$ cat src/rtl/param_seq_detector_pkg.sv
// Shared types and helpers for the programmable serial sequence detector.
package seq_det_pkg;

  typedef enum logic [1:0] {ST_EMPTY, ST_FILL, ST_ARMED} state_e;

  localparam int unsigned DefLen      = 3;
  localparam int unsigned DefPattern  = 'b101;
  localparam int unsigned MaxLenLimit = 16;

  function automatic int unsigned len_clamp(input int unsigned len, input int unsigned max_len);
    if (len == 0) return 1;
    if (len > max_len) return max_len;
    return len;
  endfunction

  // Ones in the low `len` positions, sized for the largest supported pattern.
  function automatic logic [MaxLenLimit-1:0] low_mask(input int unsigned len);
    logic [MaxLenLimit-1:0] m;
    m = '0;
    for (int unsigned i = 0; i < MaxLenLimit; i++) begin
      if (i < len) m[i] = 1'b1;
    end
    return m;
  endfunction

endpackage

$ cat src/rtl/param_seq_detector_if.sv
// Configuration, serial input and status bundle of param_seq_detector.
// SEQ_DET_MASK_EN adds the cfg_mask don't-care field.
interface param_seq_detector_if #(
  parameter int unsigned MAX_LEN = 8,
  parameter int unsigned LEN_W   = $clog2(MAX_LEN + 1),
  parameter int unsigned CNT_W   = 8
);
  logic               cfg_load;
  logic [MAX_LEN-1:0] cfg_pattern;
  logic [LEN_W-1:0]   cfg_len;
  logic               cfg_overlap;
  logic               din_valid;
  logic               din;
  logic               flag;
  logic [CNT_W-1:0]   hit_count;
  logic               armed;
`ifdef SEQ_DET_MASK_EN
  logic [MAX_LEN-1:0] cfg_mask;

  modport master (
    output cfg_load, cfg_pattern, cfg_len, cfg_overlap, cfg_mask, din_valid, din,
    input  flag, hit_count, armed
  );
  modport slave (
    input  cfg_load, cfg_pattern, cfg_len, cfg_overlap, cfg_mask, din_valid, din,
    output flag, hit_count, armed
  );
`else
  modport master (
    output cfg_load, cfg_pattern, cfg_len, cfg_overlap, din_valid, din,
    input  flag, hit_count, armed
  );
  modport slave (
    input  cfg_load, cfg_pattern, cfg_len, cfg_overlap, din_valid, din,
    output flag, hit_count, armed
  );
`endif
endinterface

$ cat src/rtl/param_seq_detector_sat_counter.sv
// Up-counter that sticks at all-ones; clr wins over inc.
module sat_counter #(
  parameter int unsigned WIDTH = 8
) (
  input  logic             clk,
  input  logic             rst,
  input  logic             inc,
  input  logic             clr,
  output logic [WIDTH-1:0] q
);
  logic [WIDTH-1:0] cnt_q, cnt_d;

  always_comb begin
    cnt_d = cnt_q;
    if (clr) begin
      cnt_d = '0;
    end else if (inc && (cnt_q != '1)) begin
      cnt_d = cnt_q + WIDTH'(1);
    end
  end

  always_ff @(posedge clk or posedge rst) begin
    if (rst) cnt_q <= '0;
    else     cnt_q <= cnt_d;
  end

  assign q = cnt_q;
endmodule

$ cat src/rtl/param_seq_detector.sv
// Runtime-programmable serial pattern detector with registered hit pulse and saturating count.
// Define SEQ_DET_MASK_EN to enable per-position don't-care masking.
module param_seq_detector
  import seq_det_pkg::*;
#(
  parameter int unsigned        MAX_LEN     = 8,
  parameter int unsigned        LEN_W       = $clog2(MAX_LEN + 1),
  parameter int unsigned        CNT_W       = 8,
  parameter logic [MAX_LEN-1:0] DEF_PATTERN = MAX_LEN'(DefPattern),
  parameter int unsigned        DEF_LEN     = DefLen
) (
  input logic                 clk,
  input logic                 rst,
  param_seq_detector_if.slave bus
);
  state_e             state_q, state_d;
  logic [MAX_LEN-1:0] pat_q, pat_d, hist_q, hist_d, hist_shift, care;
  logic [LEN_W-1:0]   len_q, len_d, fill_q, fill_d, fill_inc;
  logic [LEN_W:0]     fill_plus;
  logic [MaxLenLimit-1:0] low_full;
  logic               ovl_q, ovl_d, flag_q, flag_d, match, hit_inc;

`ifdef SEQ_DET_MASK_EN
  logic [MAX_LEN-1:0] mask_q, mask_d;

  always_comb mask_d = bus.cfg_load ? bus.cfg_mask : mask_q;

  always_ff @(posedge clk or posedge rst) begin
    if (rst) mask_q <= '0;
    else     mask_q <= mask_d;
  end

  always_comb care = low_full[MAX_LEN-1:0] & ~mask_q;
`else
  always_comb care = low_full[MAX_LEN-1:0];
`endif

  always_comb begin
    hist_shift = {hist_q[MAX_LEN-2:0], bus.din};
    fill_plus  = {1'b0, fill_q} + (LEN_W+1)'(1);
    fill_inc   = (fill_q == LEN_W'(MAX_LEN)) ? fill_q : fill_plus[LEN_W-1:0];
    low_full   = low_mask(32'(len_q));
    // Newest bit sits at bit 0, so the low len_q bits line up with pat_q directly.
    match      = bus.din_valid && (fill_plus >= {1'b0, len_q}) &&
                 (((hist_shift ^ pat_q) & care) == '0);
  end

  always_comb begin
    state_d = state_q;
    pat_d   = pat_q;
    len_d   = len_q;
    ovl_d   = ovl_q;
    hist_d  = hist_q;
    fill_d  = fill_q;
    flag_d  = 1'b0;
    hit_inc = 1'b0;
    if (bus.cfg_load) begin
      pat_d   = bus.cfg_pattern;
      len_d   = LEN_W'(len_clamp(32'(bus.cfg_len), MAX_LEN));
      ovl_d   = bus.cfg_overlap;
      hist_d  = '0;
      fill_d  = '0;
      state_d = ST_EMPTY;
    end else if (bus.din_valid) begin
      hist_d  = hist_shift;
      fill_d  = fill_inc;
      flag_d  = match;
      hit_inc = match;
      unique case (state_q)
        ST_EMPTY, ST_FILL: state_d = (fill_inc >= len_q) ? ST_ARMED : ST_FILL;
        ST_ARMED:          state_d = ST_ARMED;
        default:           state_d = ST_EMPTY;
      endcase
      if (match && !ovl_q) begin
        fill_d  = '0;
        state_d = ST_EMPTY;
      end
    end
  end

  always_ff @(posedge clk or posedge rst) begin
    if (rst) begin
      state_q <= ST_EMPTY;
      pat_q   <= DEF_PATTERN;
      len_q   <= LEN_W'(DEF_LEN);
      ovl_q   <= 1'b1;
      hist_q  <= '0;
      fill_q  <= '0;
      flag_q  <= 1'b0;
    end else begin
      state_q <= state_d;
      pat_q   <= pat_d;
      len_q   <= len_d;
      ovl_q   <= ovl_d;
      hist_q  <= hist_d;
      fill_q  <= fill_d;
      flag_q  <= flag_d;
    end
  end

  sat_counter #(
    .WIDTH(CNT_W)
  ) u_hit_cnt (
    .clk(clk),
    .rst(rst),
    .inc(hit_inc),
    .clr(bus.cfg_load),
    .q  (bus.hit_count)
  );

  assign bus.flag  = flag_q;
  assign bus.armed = (state_q == ST_ARMED);
endmodule
$ cat src/flat_wrapper.sv
// flat-port wrapper written by rule: the top's interface ports become plain ports
module param_seq_detector_flat import seq_det_pkg::*;
#(
  parameter int unsigned        MAX_LEN     = 8,
  parameter int unsigned        LEN_W       = $clog2(MAX_LEN + 1),
  parameter int unsigned        CNT_W       = 8,
  parameter logic [MAX_LEN-1:0] DEF_PATTERN = MAX_LEN'(DefPattern),
  parameter int unsigned        DEF_LEN     = DefLen
)
  (clk, rst, bus_cfg_load, bus_cfg_pattern, bus_cfg_len, bus_cfg_overlap, bus_din_valid, bus_din, bus_flag, bus_hit_count, bus_armed);
  param_seq_detector_if #(.MAX_LEN(MAX_LEN), .LEN_W(LEN_W), .CNT_W(CNT_W)) bus_i ();
  input logic clk;
  input logic rst;
  input wire logic [$bits(bus_i.cfg_load)-1:0] bus_cfg_load;
  input wire logic [$bits(bus_i.cfg_pattern)-1:0] bus_cfg_pattern;
  input wire logic [$bits(bus_i.cfg_len)-1:0] bus_cfg_len;
  input wire logic [$bits(bus_i.cfg_overlap)-1:0] bus_cfg_overlap;
  input wire logic [$bits(bus_i.din_valid)-1:0] bus_din_valid;
  input wire logic [$bits(bus_i.din)-1:0] bus_din;
  output wire logic [$bits(bus_i.flag)-1:0] bus_flag;
  output wire logic [$bits(bus_i.hit_count)-1:0] bus_hit_count;
  output wire logic [$bits(bus_i.armed)-1:0] bus_armed;
  assign bus_i.cfg_load = bus_cfg_load;
  assign bus_i.cfg_pattern = bus_cfg_pattern;
  assign bus_i.cfg_len = bus_cfg_len;
  assign bus_i.cfg_overlap = bus_cfg_overlap;
  assign bus_i.din_valid = bus_din_valid;
  assign bus_i.din = bus_din;
  assign bus_flag = bus_i.flag;
  assign bus_hit_count = bus_i.hit_count;
  assign bus_armed = bus_i.armed;
  param_seq_detector #(.MAX_LEN(MAX_LEN), .LEN_W(LEN_W), .CNT_W(CNT_W), .DEF_PATTERN(DEF_PATTERN), .DEF_LEN(DEF_LEN)) u_core (.clk(clk), .rst(rst), .bus(bus_i));
endmodule
$ cat config.mk
export PLATFORM = sky130hd
export DESIGN_NAME = param_seq_detector_flat
export DESIGN_NICKNAME = d
export VERILOG_FILES = /design/src/rtl/param_seq_detector_pkg.sv /design/src/rtl/param_seq_detector_if.sv /design/src/rtl/param_seq_detector_sat_counter.sv /design/src/rtl/param_seq_detector.sv /design/src/flat_wrapper.sv
export SDC_FILE = /design/constraint.sdc
export NUM_CORES = 1
export LEC_CHECK = 0
export ABC_AREA = 1
export BUFFER_PORTS_ARGS = -buffer_cell sky130_fd_sc_hd__buf_2
export CORE_MARGIN = 2
export CORE_UTILIZATION = 55
export CTS_CLUSTER_DIAMETER = 60
export CTS_CLUSTER_SIZE = 16
export DETAILED_ROUTE_END_ITERATION = 8
export PLACE_DENSITY = 0.86
export SYNTH_ARGS = -nofsm -noshare
export SYNTH_HDL_FRONTEND = slang
export SYNTH_HIERARCHICAL = 1
export SYNTH_SLANG_ARGS = --single-unit
$ cat constraint.sdc
create_clock -name clk -period 4.44 [get_ports clk]
set_clock_uncertainty 0.15 [all_clocks]
set_input_delay 0.222 -clock clk [delete_from_list [all_inputs] [get_ports clk]]
set_output_delay 0.222 -clock clk [all_outputs]
set_load 0.1 [all_outputs]
======== After elaboration in Yosys (flattened, before gate mapping) ========
Index checks and enable logic that the tools add are counted.
word-level totals
  bits in registers ....................... 35
  input port bits ......................... 18
  output and inout bits ................... 10
cells by class
  $add $sub $neg .......................... 2
  $lt $le $gt $ge ......................... 11
  equality and inequality tests ........... 4
  mux-type cells .......................... 32
  bitwise operators ....................... 2
  reduce and logical (&&, ||, !) cells .... 11
operators with widths
  operator               count
  $mux W4                7
  $lt A3 B4 Y1 const A   4
  $mux W1                16
  $mux W8                2
  $mux W7                2
  $add A8 B1 Y8 const B  1
  $and A8 B8 Y8          1
  $logic_not A8 Y1       1
  $lt A1 B4 Y1 const A   2
  $lt A2 B4 Y1 const A   2
  $mux W2                4
  $ne A8 B8 Y1 const B   1
  $xor A8 B8 Y8          1
  $add A4 B1 Y5 const B  1
  $ge A5 B4 Y1           1
  $eq A4 B4 Y1 const B   1
  $ge A4 B4 Y1           1
  $gt A4 B4 Y1 const B   1
  $logic_and A1 B1 Y1    4
  $logic_not A4 Y1       1
  $pmux W2 S2            1
  $reduce_bool A2 Y1     2
  $eq A2 B1 Y1 const B   1
  $eq A2 B2 Y1 const B   1
  other kinds (3)        3

======== Longest topological paths before layout ========
Gate-level depths: netlist (run 1).
  word-level depth ........................ 10
  gate-level depth with buffers ........... 14
  depth with buffers taken out ............ 14

======== Hierarchy ========
The synthesis (run 1) kept the hierarchy.
by module, submodules not included
  module              times used  cells an instance  area an instance (µm²)  seq. area each (µm²)
  param_seq_detector  1           208                1566.5                  681.9
  sat_counter         1           69                 506.7                   200.2

======== Worst setup path before layout (run 1) ========
OpenSTA, ideal clock, no wires.
  path kind ............................... reg2reg
  from .................................... reg u_core.fill_q[0]
  to ...................................... reg u_core.u_hit_cnt.cnt_q[7], in the netlist u_core/u_hit_cnt/q[7]
  setup time .............................. 0.113 ns
  arrival time ............................ 1.961 ns
  required time ........................... 4.177 ns
  setup slack ............................. 2.216 ns
  cell stages (with the launch flop) ...... 15
  path buffers ............................ 0
  period minus slack after synthesis ...... 2.224 ns
  cell sequence ........................... dfrtp_1 -> ha_1 -> xor2_1 -> ha_1 -> nand2_1 -> inv_1 -> a21oi_1 -> nor2_2 -> nand2_1 -> nor2_1 -> inv_1 -> a21oi_1 -> nand3_1 -> nand2_1 -> inv_1
on the way
  cells in the longest elaborated chain, start to end .. 8
ends and longest elaborated chain
  item                               line                                  text
  start: declaration                 param_seq_detector.sv:18              logic [LEN_W-1:0] len_q, len_d, fill_q, fill_d, fill_inc;
  start signal: assignment           param_seq_detector.sv:96              fill_q <= fill_d;
  $add A4 B1 Y5                      param_seq_detector.sv:40              fill_plus = {1'b0, fill_q} + (LEN_W+1)'(1);
  $ge A5 B4 Y1                       param_seq_detector.sv:44              match = bus.din_valid && (fill_plus >= {1'b0, len_q}) &&
  $logic_and A1 B1 Y1 (2 in series)  param_seq_detector.sv:44
  $mux W1 (2 in series)              n/a
  net u_core.flag_d                  param_seq_detector.sv:21              logic ovl_q, ovl_d, flag_q, flag_d, match, hit_inc;
  $logic_and A1 B1 Y1                param_seq_detector_sat_counter.sv:17  end else if (inc && (cnt_q != '1)) begin
  $reduce_bool A2 Y1 (no line)       n/a
  end signal: assignment             param_seq_detector_sat_counter.sv:24  else cnt_q <= cnt_d;
  end: declaration                   param_seq_detector_sat_counter.sv:11  logic [WIDTH-1:0] cnt_q, cnt_d;
The timed path passes the listed nets, and every way through them passes these cells.
A chain may end at the register's enable or synchronous reset.

======== Worst setup path after layout (run 1) ========
Same ends and word-level chain as after synthesis.

==> reports/summary.txt, run 1 <==
synthesized cell area - 2070 sq um
final net count - 341
max-slew violation count - 0
clock-pin slew on the worst setup and hold paths - 70 ps
routed length on met3 - 261 microns
final-layout fill cell count - 325
Power Total - 0.000693 W
number of cells produced by synthesis - 277
Pwr Density - 292 nW/um^2
dominant register cell in the synthesized netlist - dfrtp_1
CP delay by family, top - simple AND/OR/NAND/NOR gates
top routing layer in use - met4
yosys synthesis warning count - 6
cell types occupying the most area after synthesis - dfrtp_1 36%, nand2_1 18%, inv_1 7.8%, ha_1 6.6%, dfstp_2 6.3%
post-detailed-route via-to-cell ratio - 5.01
TritonCTS clock tree - built
DR vias - 1810
syn_nets - 306
Post-CTS Hold Buffers - 4
Antenna Nets Post-Route - 0
initial cell density of the core - 0.571
transition at the pin with the smallest max-transition slack - 1000 ps
final setup violation count - 0
critical-path cell list - ha_1 > xor2_1 > ha_1 > nand2_1 > inv_1 > a21oi_1 > nor2_2 > nand2_1 > nor2_1 > inv_1 > a21oi_1 > nand3_1 > nand2_1 > inv_1
register area share after synthesis - 0.425
status - finished clean
Worst EP arrival - 2570 ps
critical path fanouts, max - 5
setup repair bufs after CTS - 0
synthesis-stage register bit count - 35
clock latency at the later pin of the worst-skew pair - 280 ps
depth of the worst hold-timing path - 3
number of enable-type register cells in the synthesized netlist - 0
worst-case headroom to the max-slew limit - 0.330
Reg2Reg Capture Point - u_core/u_hit_cnt/q[7]$_DFFE_PP0P_
LEAKAGE - 1.30 nW
highest cell delay on the worst timing path - 420 ps
hold_sp - bus_cfg_pattern[3]
number of clock buffers inserted by TritonCTS - 5
row cnt - 22
most frequent standard cell in the layout excluding fill and tap cells - nand2_1
Worst EP required - 4470 ps
unrepaired setup endpoints after global routing - false
first-pass iteration count of the detailed router - 4
setup slack, reg-to-reg - 1900 ps
fraction of final layout cells with drive strength greater than 1 - 0.163
crit path kind - reg -> reg
highest ir drop seen on vdd - 0.161 mV
library cell occupying the most area in the post-synthesis netlist - dfrtp_1
time the worst path needs with I/O delays and setup - 2540 ps
die span in x - 65.4 microns
number of cells upsized or downsized after cts - 0
worst min-delay path endpoint - u_core/pat_q[3]$_DFFE_PP0P_
Setup WS post-layout - 1900 ps
Crit path buffers/inverters - 3
pin count of the biggest net entering global routing - 28
Fin Setup TNS - 0 ps
routed length on met2 - 2.07 mm
Critical R2R Launch - u_core/fill_q[0]$_DFFE_PP0P_
# DRC - 0
most frequent cells in the layout - 100 x nand2_1, 43 x inv_1, 30 x dfrtp_1
Area growth syn-to-layout - 14.6%
buffer levels on the longest clock path - 2
capturing element type of the critical path - register
initial antenna violation count - 0
number of cells on the worst reg-to-reg path - 14
number of buffers inserted by port buffering - 27
fin crit share - 0.572
H-tree depth - 2
share of the synthesized area in the top cell type - 0.362
vias in the first global route - 1743
total number of clock tree sinks - 35
wire length of the first global-routing pass - 7.53 mm
y dimension of the die - 65.4 microns
die area - 4280 sq um
master cell of the clock root buffer - clkbuf_8
unique cell type count in the Yosys netlist - 28
slowest cell on the critical path - dfrtp_1
final estimated routing congestion in global placement - 0.827
remaining global-route overflow - 0
I/O pin cnt - 28
Hold WC Path Type - in -> reg
average wire length per cell after detail routing - 12.2 microns
highest clock rate - 394 MHz
nature of the critical path startpoint - register
MaxCap Viol Count - 0
routed wire length - 4.39 mm
total routed wire length on the met1 layer - 1.97 mm
Core Box Area - 3630 sq um
post-place setup slack - 2000 ps
n_diodes - 0
drt first-iter violations - 110
Avg Inst Size Synth - 7.48 sq um
final hold violation count - 0
placed wire-length estimate - 3.13 mm
aggregate global-route resource usage - 0.235
ys async rst share - 1.00
==> stage by stage <==
stage	utilization	hold slack (ps)	cells	instance area, sq um
3_3_place_gp	0.621	47.8	349	2260
3_5_place_dp	0.621	46.3	349	2260
2_1_floorplan	-	-112	277	2070
6_report	0.654	2.34	361	2380
5_1_grt	0.654	4.16	361	2380
4_1_cts	0.654	1.04	361	2380
==> cell type report <==
type / instances / area, sq um / share of cell area
Multi-Input combinational cell: 194 / 1000 / 0.423
Inverter: 45 / 174 / 0.0732
Tap cell: 48 / 60.1 / 0.0253
Timing Repair Buffer: 31 / 175 / 0.0737
Sequential cell: 35 / 882 / 0.371
Clock buffer: 8 / 80.1 / 0.0337
==> layer usage <==
metal  vias to the layer above  global-route usage
met5                         -                   0
met4                         0              0.0964
met3                        11              0.0668
met2                        54               0.399
met1                       825               0.278
li1                        920                   -
==> cell families after synthesis <==
logic type,count (synthesis),share of synthesized area
simple gates,144,0.299
compound gates,29,0.0773
xor+xnor,10,0.0422
flops,35,0.425
buf+inv,48,0.0899
fa+ha+maj,11,0.0664
==> how the worst max path moves through the flow <==
stage / startpoint / to / cells after the start / slack [ps]
after floorplan: u_core/fill_q[0]$_DFFE_PP0P_ / u_core/u_hit_cnt/q[7]$_DFFE_PP0P_ / 14 / 2220
after detailed placement: u_core/fill_q[0]$_DFFE_PP0P_ / u_core/u_hit_cnt/q[7]$_DFFE_PP0P_ / 14 / 2000
after CTS: u_core/fill_q[0]$_DFFE_PP0P_ / u_core/u_hit_cnt/q[4]$_DFFE_PP0P_ / 13 / 1910
after global routing: u_core/fill_q[0]$_DFFE_PP0P_ / u_core/u_hit_cnt/q[4]$_DFFE_PP0P_ / 13 / 1670
final: u_core/fill_q[0]$_DFFE_PP0P_ / u_core/u_hit_cnt/q[7]$_DFFE_PP0P_ / 14 / 1900
after global placement: u_core/fill_q[0]$_DFFE_PP0P_ / u_core/u_hit_cnt/q[4]$_DFFE_PP0P_ / 13 / 2070
==> where the power goes <==
part / switching, W / internal (W)
clock: 0.000109 / 0.000111
sequential: 0.0000129 / 0.000338
combinational: 0.0000800 / 0.0000425
==> tightest hold or removal path, cell delays in order <==
cell and delay (ps):
buf_2 70, nand2_1 40, o21ai_0 60
==> cells in the mapped netlist (2+ instances only) <==
| master | count |
|---|---|
| ha_1 | 11 |
| dfrtp_1 | 30 |
| xnor2_1 | 3 |
| nor2_2 | 4 |
| nand2_4 | 2 |
| nand3_1 | 12 |
| dfstp_2 | 5 |
| a21oi_1 | 8 |
| o22ai_1 | 7 |
| inv_1 | 43 |
| nand4_1 | 2 |
| nor2_4 | 2 |
| o21ai_1 | 2 |
| nand2_1 | 100 |
| nand2_2 | 2 |
| nor2_1 | 17 |
| xor2_1 | 7 |
| o21ai_0 | 10 |
==> registers in the layout (all words and copies together), names as in the netlist <==
signal              count
u_core/state_q          2
u_core/fill_q           4
u_core/u_hit_cnt/q      8
u_core/len_q            4
u_core/ovl_q            1
u_core/pat_q            8
u_core/hist_q           7
u_core/bus.flag         1
Note: power is estimated with default switching activity, not from simulation.
==> run 2: changes to the inputs <==
- ABC_AREA: 1 -> 0
- clock period: 4.44 -> 2.5 ns (I/O delays scaled with it)
==> run 2 against run 1 <==
Compared with the run above: sequential share of layout area down 4.5 points; non-clock buffer count up 31; hold slack better by 52 ps; critical endpoint is now u_core/u_hit_cnt/q[5]$_DFFE_PP0P_; the flow now finishes with violations (negative setup slack); clock-buffer cell count unchanged; area after synthesis down 1.1%; critical path depth down 4; sequential power up 87%; critical path type unchanged; first-iteration DRC count down 33%.
==> reports/summary.txt, run 2 <==
library cell occupying the most area in the post-synthesis netlist - dfrtp_1
dominant register cell in the synthesized netlist - dfrtp_1
unique cell type count in the Yosys netlist - 43
number of cells produced by synthesis - 197
multi-input gate area in the final layout - 1190 sq um
MaxCap Viol Count - 0
critical path fanouts, max - 4
global routing usage on met3 - 0.0556
remaining global-route overflow - 0
final hold violation count - 0
synthesis-stage register bit count - 35
Antenna Nets Post-Route - 0
final estimated routing congestion in global placement - 0.913
time the worst path needs with I/O delays and setup - 2580 ps
fin crit share - 1.03
number of clock buffers inserted by TritonCTS - 5
transition at the pin with the smallest max-transition slack - 485 ps
routed wire length - 4.76 mm
post-place setup slack - -157 ps
H-tree depth - 2
share of the synthesized area in the top cell type - 0.366
capturing element type of the critical path - register
clock-pin slew on the worst setup and hold paths - 70 ps
area used by sequential logic in the layout - 886 sq um
placed wire-length estimate - 3.10 mm
top-count cell post-synth - dfrtp_1
Hold WC Path Type - in -> reg
total number of clock tree sinks - 35
fraction of final layout cells with drive strength greater than 1 - 0.385
aggregate global-route resource usage - 0.243
Setup WS post-layout - -78.7 ps
ys async rst share - 1.00
DR vias - 1741
wire length of the first global-routing pass - 7.73 mm
I/O pin cnt - 28
most frequent cells in the layout - 27 x buf_2, 27 x dfrtp_1, 22 x nor2_1
row cnt - 22
pin count of the biggest net entering global routing - 28
y dimension of the die - 65.1 microns
post-detailed-route via-to-cell ratio - 5.65
Top Usage Layer GRT - met2
initial cell density of the core - 0.564
final setup violation count - 2
syn_nets - 226
final net count - 288
Area growth syn-to-layout - 32.2%
violations in the final reports - negative setup slack
initial antenna violation count - 0
unrepaired setup endpoints after global routing - true
number of buffers inserted by port buffering - 27
routing usage on met1 - 0.296
number of enable-type register cells in the synthesized netlist - 0
clock latency at the later pin of the worst-skew pair - 290 ps
average wire length per cell after detail routing - 15.5 microns
die span in x - 65.1 microns
top cell types by occurrence after synthesis - 30 x dfrtp_1, 23 x nor2_1, 12 x inv_1
Avg Inst Size Synth - 10.4 sq um
met2 track demand over resource - 0.402
final-layout fill cell count - 255
status - finished, violations left
cell types occupying the most area after synthesis - dfrtp_1 37%, ha_1 6.7%, dfstp_2 6.4%, mux2_2 5.5%, mux2i_1 4.4%
master cell of the clock root buffer - clkbuf_8
Pwr Density - 575 nW/um^2
vias in the first global route - 1675
Worst EP arrival - 2600 ps
die area - 4230 sq um
drt first-iter violations - 74
highest clock rate - 388 MHz
buffer levels on the longest clock path - 2
# DRC - 0
Worst EP required - 2520 ps
yosys synthesis warning count - 6
highest ir drop seen on vdd - 0.506 mV
crit path kind - reg -> reg
LEAKAGE - 1.29 nW
n_diodes - 0
first-pass iteration count of the detailed router - 4
register area share after synthesis - 0.430
Power Total - 0.00156 W
Core Box Area - 3630 sq um
max-slew violation count - 0
nature of the critical path startpoint - register
synthesized cell area - 2050 sq um
worst-case headroom to the max-slew limit - 0.679
TritonCTS clock tree - built
-- run 2: changes by cell type after synthesis, sizes merged, moves of 7 or more --
| cell | change |
|---|---|
| inv | -32 |
| nand3 | -9 |
| mux2i | +9 |
| nand2 | -94 |
| mux2 | +14 |
| xnor2 | +7 |
-- run 2: layout make-up --
class                   instances  area share
clock buffers                   8      0.0369
inverters                      12      0.0166
multi-input cells             143       0.438
flip-flops and latches         35       0.327
well taps                      48      0.0222
repair buffers                 62       0.160
-- run 2: repair_timing --
action                                  CTS  global route
pin swaps                                 7            10
hold buffers                             14             0
setup buffers                             3             3
gates cloned                              0             0
gates resized for setup                   5            16
endpoints found under the setup margin    7             9
endpoints found under the hold margin    43             0
-- run 2: path summary, 6_finish.rpt --
check	from	cells after the start	slack, ps	endpoint
hold / removal	bus_cfg_len[0]	4	50	u_core/len_q[0]$_DFFE_PP1P_
max in group asynchronous	rst	4	1590	u_core/len_q[0]$_DFFE_PP1P_
setup reg to reg	u_core/fill_q[0]$_DFFE_PP0P_	10	-80	u_core/u_hit_cnt/q[5]$_DFFE_PP0P_
min in group asynchronous	rst	3	200	u_core/u_hit_cnt/q[4]$_DFFE_PP0P_
hold reg to reg	u_core/pat_q[7]$_DFFE_PP0P_	1	390	u_core/pat_q[7]$_DFFE_PP0P_
setup / recovery	u_core/fill_q[0]$_DFFE_PP0P_	10	-80	u_core/u_hit_cnt/q[5]$_DFFE_PP0P_
-- run 2: logic make-up (layout without fill, tap and decap cells) --
group           after synthesis  after routing  share of synthesized area
compound gates               38             38                      0.139
xor+xnor                     12             12                     0.0513
fa+ha+maj                    11             11                     0.0671
buf+inv                      19             82                     0.0397
flops                        35             35                      0.430
mux                          23             23                      0.128
simple gates                 59             59                      0.145
-- run 2: through the flow --
stage / std cells / util / instance area, sq um / TNS, ps / hold slack (ps)
final: 308 / 0.746 / 2710 / -150 / 54.6
after global routing: 308 / 0.746 / 2710 / -462 / 81.0
after CTS: 305 / 0.719 / 2610 / -74.0 / 37.3
after detailed placement: 280 / 0.640 / 2330 / -391 / -47.2
after global placement: 280 / 0.640 / 2330 / -91.9 / -54.2
after floorplan: 197 / - / 2060 / -192 / -209
-- run 2: worst max-delay path, cell delays in order, from the launching register on --
cell      delay (ps)
dfrtp_2          450
ha_4             190
xor2_2           160
ha_4             270
o21ai_2           50
o21ai_2          170
nand3_2          100
nor2_2           140
nand4_1          180
a211oi_2         290
mux2_4           320
-- run 2: routing by layer --
metal | part of all wire | vias up
met5 | 0 | -
met4 | 0.043 | 0
met3 | 0.046 | 23
met2 | 0.49 | 60
met1 | 0.42 | 832
li1 | - | 826
-- run 2: power breakdown --
| part | switching [W] | total (W) | internal, W |
|---|---|---|---|
| logic | 0.000230 | 0.000447 | 0.000217 |
| clock network | 0.000201 | 0.000453 | 0.000251 |
| registers | 0.0000452 | 0.000658 | 0.000613 |
| total | 0.000476 | 0.00156 | 0.00108 |
